<file path="config.mk">
export PLATFORM = sky130hd
export DESIGN_NAME = cpu_run_ctrl
export DESIGN_NICKNAME = d
export VERILOG_FILES = /design/src/rtl/run_ctrl_pkg.sv /design/src/rtl/sat_counter.sv /design/src/rtl/cpu_run_ctrl.sv
export SDC_FILE = /design/constraint.sdc
export NUM_CORES = 1
export LEC_CHECK = 0
export BUFFER_PORTS_ARGS = -buffer_cell sky130_fd_sc_hd__buf_2
export CAP_MARGIN = 20
export CORE_MARGIN = 3
export CORE_UTILIZATION = 45
export DETAILED_ROUTE_END_ITERATION = 12
export GPL_ROUTABILITY_DRIVEN = 0
export PLACE_DENSITY = 0.68
export SLEW_MARGIN = 10
export SYNTH_ARGS = -nofsm -noshare
export SYNTH_HDL_FRONTEND = slang
export SYNTH_SLANG_ARGS = --single-unit
</file>
<file path="constraint.sdc">
create_clock -name clk -period 2.7 [get_ports clk]
set_input_delay 0 -clock clk [delete_from_list [all_inputs] [get_ports clk]]
set_output_delay 0 -clock clk [all_outputs]
set_load 0.01 [all_outputs]
</file>
<file path="src/rtl/run_ctrl_pkg.sv">
// rtl/run_ctrl_pkg.sv - shared state encoding and default timing constants for cpu_run_ctrl
package run_ctrl_pkg;

    typedef enum logic [2:0] {
        ST_IDLE  = 3'd0,
        ST_CLEAR = 3'd1,
        ST_RUN   = 3'd2,
        ST_DRAIN = 3'd3,
        ST_DONE  = 3'd4
    } run_state_t;

    localparam logic [31:0] DEF_HALT_PC      = 32'h0000_0100;
    localparam int          DEF_DRAIN_CYCLES = 4;
    localparam int          DEF_CLEAR_CYCLES = 2;
    localparam logic [31:0] DEF_MAX_CYCLES   = 32'd1_000_000;

    // Width of the shared CLEAR/DRAIN phase down-counter.
    localparam int PHASE_W = 16;

endpackage

</file>
<file path="src/rtl/sat_counter.sv">
// rtl/sat_counter.sv - up-counter with synchronous clear and enable that sticks at all-ones
module sat_counter #(
    parameter int WIDTH = 32
) (
    input  logic             clk,
    input  logic             reset,
    input  logic             clr,
    input  logic             en,
    output logic [WIDTH-1:0] count
);

    always_ff @(posedge clk or posedge reset) begin
        if (reset) begin
            count <= '0;
        end else if (clr) begin
            count <= '0;
        end else if (en && (count != {WIDTH{1'b1}})) begin
            count <= count + 1'b1;
        end
    end

endmodule

</file>
<file path="src/rtl/cpu_run_ctrl.sv">
// rtl/cpu_run_ctrl.sv - sequences a CPU through clear, run, drain and done phases for the host
module cpu_run_ctrl
    import run_ctrl_pkg::*;
#(
    parameter logic [31:0] HALT_PC      = DEF_HALT_PC,
    parameter int          DRAIN_CYCLES = DEF_DRAIN_CYCLES,
    parameter int          CLEAR_CYCLES = DEF_CLEAR_CYCLES,
    parameter logic [31:0] MAX_CYCLES   = DEF_MAX_CYCLES
) (
    input  logic        clk,
    input  logic        reset,
    input  logic        go,
    input  logic        abort,
    input  logic [31:0] pc,
    output logic        cpu_start,
    output logic        cpu_clear,
    output logic        host_mem_sel,
    output logic        busy,
    output logic        done,
    output logic        timeout,
    output logic [31:0] cycle_count
);

    run_state_t         state;
    run_state_t         state_next;
    logic [PHASE_W-1:0] phase_cnt;
    logic [PHASE_W-1:0] phase_next;
    logic               launch;
    logic               watchdog;
    logic               count_en;

    assign count_en = (state == ST_RUN) || (state == ST_DRAIN);

    always_comb begin
        state_next = state;
        phase_next = phase_cnt;
        launch     = 1'b0;
        watchdog   = 1'b0;
        if (abort) begin
            state_next = ST_IDLE;
        end else begin
            case (state)
                ST_IDLE, ST_DONE: begin
                    if (go) begin
                        state_next = ST_CLEAR;
                        phase_next = PHASE_W'(CLEAR_CYCLES - 1);
                        launch     = 1'b1;
                    end
                end
                ST_CLEAR: begin
                    if (phase_cnt == '0) begin
                        state_next = ST_RUN;
                    end else begin
                        phase_next = phase_cnt - 1'b1;
                    end
                end
                ST_RUN: begin
                    // Halt is checked first so a halt on the watchdog cycle still drains.
                    if (pc == HALT_PC) begin
                        state_next = ST_DRAIN;
                        phase_next = PHASE_W'(DRAIN_CYCLES - 1);
                    end else if (cycle_count >= (MAX_CYCLES - 32'd1)) begin
                        state_next = ST_DONE;
                        watchdog   = 1'b1;
                    end
                end
                ST_DRAIN: begin
                    if (phase_cnt == '0) begin
                        state_next = ST_DONE;
                    end else begin
                        phase_next = phase_cnt - 1'b1;
                    end
                end
                default: begin
                    state_next = ST_IDLE;
                end
            endcase
        end
    end

    // Outputs are decoded from the next state and registered alongside it.
    always_ff @(posedge clk or posedge reset) begin
        if (reset) begin
            state        <= ST_IDLE;
            phase_cnt    <= '0;
            cpu_start    <= 1'b0;
            cpu_clear    <= 1'b0;
            host_mem_sel <= 1'b1;
            busy         <= 1'b0;
            done         <= 1'b0;
            timeout      <= 1'b0;
        end else begin
            state        <= state_next;
            phase_cnt    <= phase_next;
            cpu_start    <= (state_next == ST_RUN) || (state_next == ST_DRAIN);
            cpu_clear    <= (state_next == ST_CLEAR);
            host_mem_sel <= (state_next == ST_IDLE) || (state_next == ST_DONE);
            busy         <= (state_next == ST_CLEAR) || (state_next == ST_RUN) ||
                            (state_next == ST_DRAIN);
            done         <= (state_next == ST_DONE);
            if (launch) begin
                timeout <= 1'b0;
            end else if (watchdog) begin
                timeout <= 1'b1;
            end
        end
    end

    sat_counter #(
        .WIDTH(32)
    ) u_cycle_counter (
        .clk   (clk),
        .reset (reset),
        .clr   (launch),
        .en    (count_en),
        .count (cycle_count)
    );

endmodule

</file>
; ---- Word-level counts from Yosys, hierarchy flattened
; Cells that the tools add are included.
[word_totals]
word_cells = 63
rom_bits = 0
memories = 0
in_bits = 36
ff_bits = 57
ram_bits = 0
latchBits = 0
out_inout_bits = 38
[classes]
n_mul = 0
bitwise_logic = 1
order_cmp = 1
addsub = 2
div = 0
shift = 0
mux = 22
n_reduce_logical = 15
n_eq_ne = 13
[op_table]
columns = op, count
row1 = 32-bit 2-to-1 mux, 2
row2 = 16-bit 2-to-1 mux, 3
row3 = 16-bit one-hot mux with 3 select lines, 1
row4 = "32-bit by 1-bit adder with 32-bit output, second input constant", 1
row5 = "32-bit by 9-bit equality test with 1-bit output, second input constant", 1
row6 = "32-bit by 20-bit greater-or-equal comparator with 1-bit output, second input constant", 1
row7 = "32-bit != test, second input constant", 1
row8 = 3-bit 2-to-1 mux, 6
row9 = 16-bit zero test, 1
row10 = "16-bit by 1-bit subtractor with 16-bit output, second input constant", 1
row11 = "3-bit by 2-bit equality test with 1-bit output, second input constant", 4
row12 = 3-bit one-hot mux with 4 select lines, 1
row13 = 1-bit 2-to-1 mux, 9
row14 = "3-bit by 1-bit equality test with 1-bit output, second input constant", 2
row15 = "3-bit equality test, second input constant", 2
row16 = 3-bit zero test, 2
row17 = 1-bit logical OR, 5
row18 = 5-bit AND reduction, 1
row19 = "2-bit != test, second input constant", 2
row20 = 2-bit nonzero test, 2
row21 = 2-bit OR reduction, 2
row22 = 3-bit nonzero test, 1
row23 = "2-bit by 1-bit != test with 1-bit output, second input constant", 1
row24 = 1-bit logical AND, 1
row25 = 1-bit NOT, 1

; ---- Longest topological paths before layout
[logic_depth]
depth_word = 8
mapped_depth = 8

; ---- Hierarchy
; A second synthesis with hierarchy kept.
[hier_totals]
hier_cells = 363
hier_area_um2 = 3286.9
[modules_own_cells]
columns = mod, n_inst, area_each_um2, cells_per_inst
row1 = sat_counter, 1, 1740.4, 186
row2 = cpu_run_ctrl, 1, 1546.5, 177

; ---- Worst setup path after synthesis
; Ideal clock, no wire load.
[synth_path]
path_type = reg-to-reg
start = reg u_cycle_counter.count[0]
end = reg u_cycle_counter.count[7]
required_time_ps = 2623
slack_ps = 570
stages_incl_launch_ff = 9
arrival_ps = 2053
path_cell_list = dfrtp_1 ha_1 inv_1 or3_4 nor4_4 buf_6 buf_12 o31ai_1 a21oi_2
[synth_between]
elab_chain_len = 3
elab_cells_between_ends = 6
cone_classes = 1 x add/sub / 1 x eq/ne / 2 x mux / 2 x reduce/logical
[synth_rtl]
columns = element, line_no
row1 = start: declaration, sat_counter.sv:9  ; output logic [WIDTH-1:0] count
row2 = start signal: assignment, sat_counter.sv:18  ; count <= count + 1'b1;
row3 = 32-bit by 1-bit adder with 32-bit output or 32-bit != test (tied branches), "sat_counter.sv:18, sat_counter.sv:17"
row4 = 32-bit 2-to-1 mux or 1-bit logical AND (tied branches), sat_counter.sv:17  ; end else if (en && (count != {WIDTH{1'b1}})) begin
row5 = 32-bit 2-to-1 mux or 2-bit nonzero test (tied branches), n/a
; Parallel ways exist; a longest one is shown, timed or not. The select of a mux whose other input is x is not followed.
; A chain may end at the register's enable or synchronous reset.

; ---- Final worst setup path
[layout_path]
start = reg u_cycle_counter.count[2]
end = reg u_cycle_counter.count[21]
; Same word-level chain as after synthesis.

==> impl_metrics.csv <==
group,metric,value,unit
sta,finClkSkew,0.0125,ns
cells_and_area,instances_no_fill,557,
cells_and_area,layout.filler_cells,703,
synthesis,yosys_warnings,0,
synthesis,synth.area.top_cells,"sky130_fd_sc_hd__dfrtp_1 (39%), sky130_fd_sc_hd__o31ai_1 (3.6%), sky130_fd_sc_hd__a21oi_2 (3.5%), sky130_fd_sc_hd__or4_1 (3.0%), sky130_fd_sc_hd__nand2_1 (2.9%)",
cells_and_area,area_of_the_multi_input_gates,0.00197,sq mm
global_routing,gr-total-overflow,0,
place,port-buffer-count,73,
synthesis,syn-instance-count,374,
cts,clk_pin_slew,0.07,ns
critical_path,element_type_at_the_critical_path_end,"register",
synthesis,netlist.top_cell.by_area,"sky130_fd_sc_hd__dfrtp_1",
route,detailroute.via_count,3371,
sta,report.final.slew_viol_count,0,
place,place.detailed.instances,539,
critical_path,slowest_cell_on_crit_path,"sky130_fd_sc_hd__or4_1",
critical_path,cp.buffers_inverters,0,
cts,cts-buffers-inserted,9,
cts,ctsHtreeMaxLevel,3,
synthesis,ys_dominant_reg_cell,"sky130_fd_sc_hd__dfrtp_1",
critical_path,critical_path.startpoint_type,"register",
sta,total_negative_setup_slack,0,ns
cts,clock_tree.buffer_depth,2,
power,power-per-cell-area,656,mW/mm^2
global_routing,grt_antenna_before_repair,0,
critical_path,worst-path-max-fanout,10,
sta,tmin_final,2.25,ns
cells_and_area,synth_to_layout_area_growth,17.5,%
route,drt_first_pass_iters,4,
sta,finalSetupViolations,0,
synthesis,synthTopCellsByCount,"sky130_fd_sc_hd__dfrtp_1 (56), sky130_fd_sc_hd__nand2_1 (27), sky130_fd_sc_hd__nor2_1 (17), sky130_fd_sc_hd__o31ai_1 (17)",
flow_run,drv.max_cap_violation_count,0,
synthesis,post_synth_num_cell_types,67,
route,drt_iter0_markers,217,
sta,tightest_slew,0.718,ns
floorplan,core_area,0.00745,sq mm
synthesis,syn_avg_cell_area,9.50,sq um
synthesis,synth_top_cell_area_share,39.4,%
cts,cts_tree,"done",
place,hpwl,6660,um
floorplan,chipHeight,94.9,um
power,power.static_leakage,1.85,nW
sta,fmaxAchievable,0.444,GHz
synthesis,synth_edf_count,0,
critical_path,worst-setup-path-type,"register to register",
cts,holdBufCountCts,2,
cells_and_area,insertedDiodeCount,0,
synthesis,fraction_of_the_yosys_area_taken_by_sequential_cells,40.2,%
sta,unrepaired_setup_endpoints_after_global_routing,"false",
synthesis,post-synth-top-count-cell,"sky130_fd_sc_hd__dfrtp_1",
cts,postCtsSetupRepairBufs,0,
critical_path,worst-endpoint-arrival,2.52,ns
sta,final_min_period_over_clock_period,83.3,%
cells_and_area,layout.area.seq,0.00143,sq mm
route,routed_wl,9270,um
cells_and_area,postLayoutCoreUtil,56.1,%
floorplan,initial_utilization,47.7,%
floorplan,die_width,94.9,um
cts,clk_root_buffer_cell,"sky130_fd_sc_hd__clkbuf_8",
cts,postCtsResizedCells,0,
route,post_drt_wl_per_cell,16.6,um
critical_path,critical_path.top_delay_family,"simple AND/OR/NAND/NOR gates",
worst_hold_path,hold_crit_path_type,"primary input to register",
global_routing,vias_in_the_first_global_route,3190,
critical_path,cp_data_required_time,2.97,ns
floorplan,row_count,31,
status,run_status,"complete, no violations",
route,number_of_vias_per_cell,6.05,
floorplan,fp.dieArea,0.00900,sq mm
synthesis,synth.cell_area,0.00355,sq mm
cells_and_area,final_net_count,491,
critical_path,timing.critical_path.cells,"nand4_1 -> nor3_1 -> nand2_1 -> or4_1 -> a21oi_1",
synthesis,async_reset_ff_share,100,%
sta,timing.final.hold_violations,0,
power,vdd.ir_drop.worst,423,uV
critical_path,cp_slowest_stage_delay,0.53,ns
route,ant_nets,0,
global_routing,grt_pass1_wl,15700,um
synthesis,postSynthNetCount,412,
cts,clock_sink_count,57,
route,drc,0,
synthesis,postSynthRegisterBits,57,
cts,worstSkewPairLatency,0.34,ns
cells_and_area,drive_above_1_share,30.8,%
sta,slew_headroom,51.7,%
floorplan,design.portCount,74,
global_routing,grtUsageTotal,22.0,%
global_routing,maximum_number_of_pins_on_one_net_before_global_route_repair,33,
worst min-delay path: stages:
cell	delay, ns
sky130_fd_sc_hd__buf_2	0.12
sky130_fd_sc_hd__nor4b_1	0.05
sky130_fd_sc_hd__a21oi_1	0.16
sky130_fd_sc_hd__a21oi_1	0.09
area by class of cell:
class,instances,area share [%]
Clock buffer,12,3.48
Clock inverter,4,0.479
Inverter,10,0.899
Multi-Input combinational cell,291,47.2
Sequential cell,57,34.2
Tap cell,99,2.97
Timing Repair Buffer,84,10.8
worst paths after layout:
kind | start | to | slack, ns | cells after the start
min | go | state[2] | 0.13 | 4
max | u_cycle_counter.count[2] | u_cycle_counter.count[21] | 0.45 | 5
min reg2reg | phase_cnt[0] | phase_cnt[0] | 0.49 | 1
max in group asynchronous | reset | u_cycle_counter.count[14] | 1.61 | 4
min in group asynchronous | reset | phase_cnt[3] | 0.25 | 3
max reg2reg | u_cycle_counter.count[2] | u_cycle_counter.count[21] | 0.45 | 5
layout by cell type (no fill, tap or decap), drive strengths merged, types with 2 or more instances in the layout:
master,count
o21bai,2
nor2b,2
clkbuf,12
nor3,14
o311a,2
a211oi,3
a22o,2
o21ai,17
nor4,17
a211o,2
a31oi,3
o21a,2
mux2i,8
or3,15
nor4b,3
and4,5
inv,10
dlygate4sd3,2
a21oi,30
dfrtp,56
o211ai,10
nor2,17
and3,9
nand4,13
or4,20
ha,2
nand4b,3
or2,2
xor2,2
nand3,14
buf,82
nand2,28
clkinv,4
nand2b,6
and2,2
o31ai,21
through the flow:
step | cell area, sq um | power, mW | setup WS (ns) | hold WS [ns]
after floorplan | 3550 | 1.77 | 0.570 | 0.219
final | 4180 | 2.74 | 0.450 | 0.127
after global placement | 3990 | 2.01 | 0.521 | 0.0946
after CTS | 4180 | 2.73 | 0.467 | 0.118
after detailed placement | 3990 | 2.02 | 0.503 | 0.0949
after global routing | 4180 | 2.92 | 0.241 | 0.176
logic make-up after synthesis:
kind of cell | synth area share, %
DFF | 40.2
buffers and inverters | 4.58
adders and majority gates | 0.704
and+or+nand+nor | 30.0
AOI/OAI and AO/OA | 21.5
xor gates and xnor gates | 0.740
muxes | 2.25
sequential cells by signal (all words and copies together), names as in the netlist:
signal / cells
host_mem_sel: 1
busy: 1
cpu_clear: 1
phase_cnt: 16
timeout: 1
state: 3
u_cycle_counter.count: 32
cpu_start: 1
done: 1
per-layer routing:
metal	track usage, %	vias to the layer above	part of all wire (%)	wire length [um]
met5	0	-	0	0
met4	7.93	0	1.7	156
met3	4.22	15	4.0	370
met2	34.6	72	48	4410
met1	30.2	1657	47	4330
li1	-	1627	-	-
power by group:
group          switching (mW)  internal (mW)  leakage, nW
Clock                   0.356          0.352       0.0899
Combinational           0.552          0.351        0.981
Sequential              0.145          0.983        0.778
Note: power is estimated with default switching activity, not from simulation.
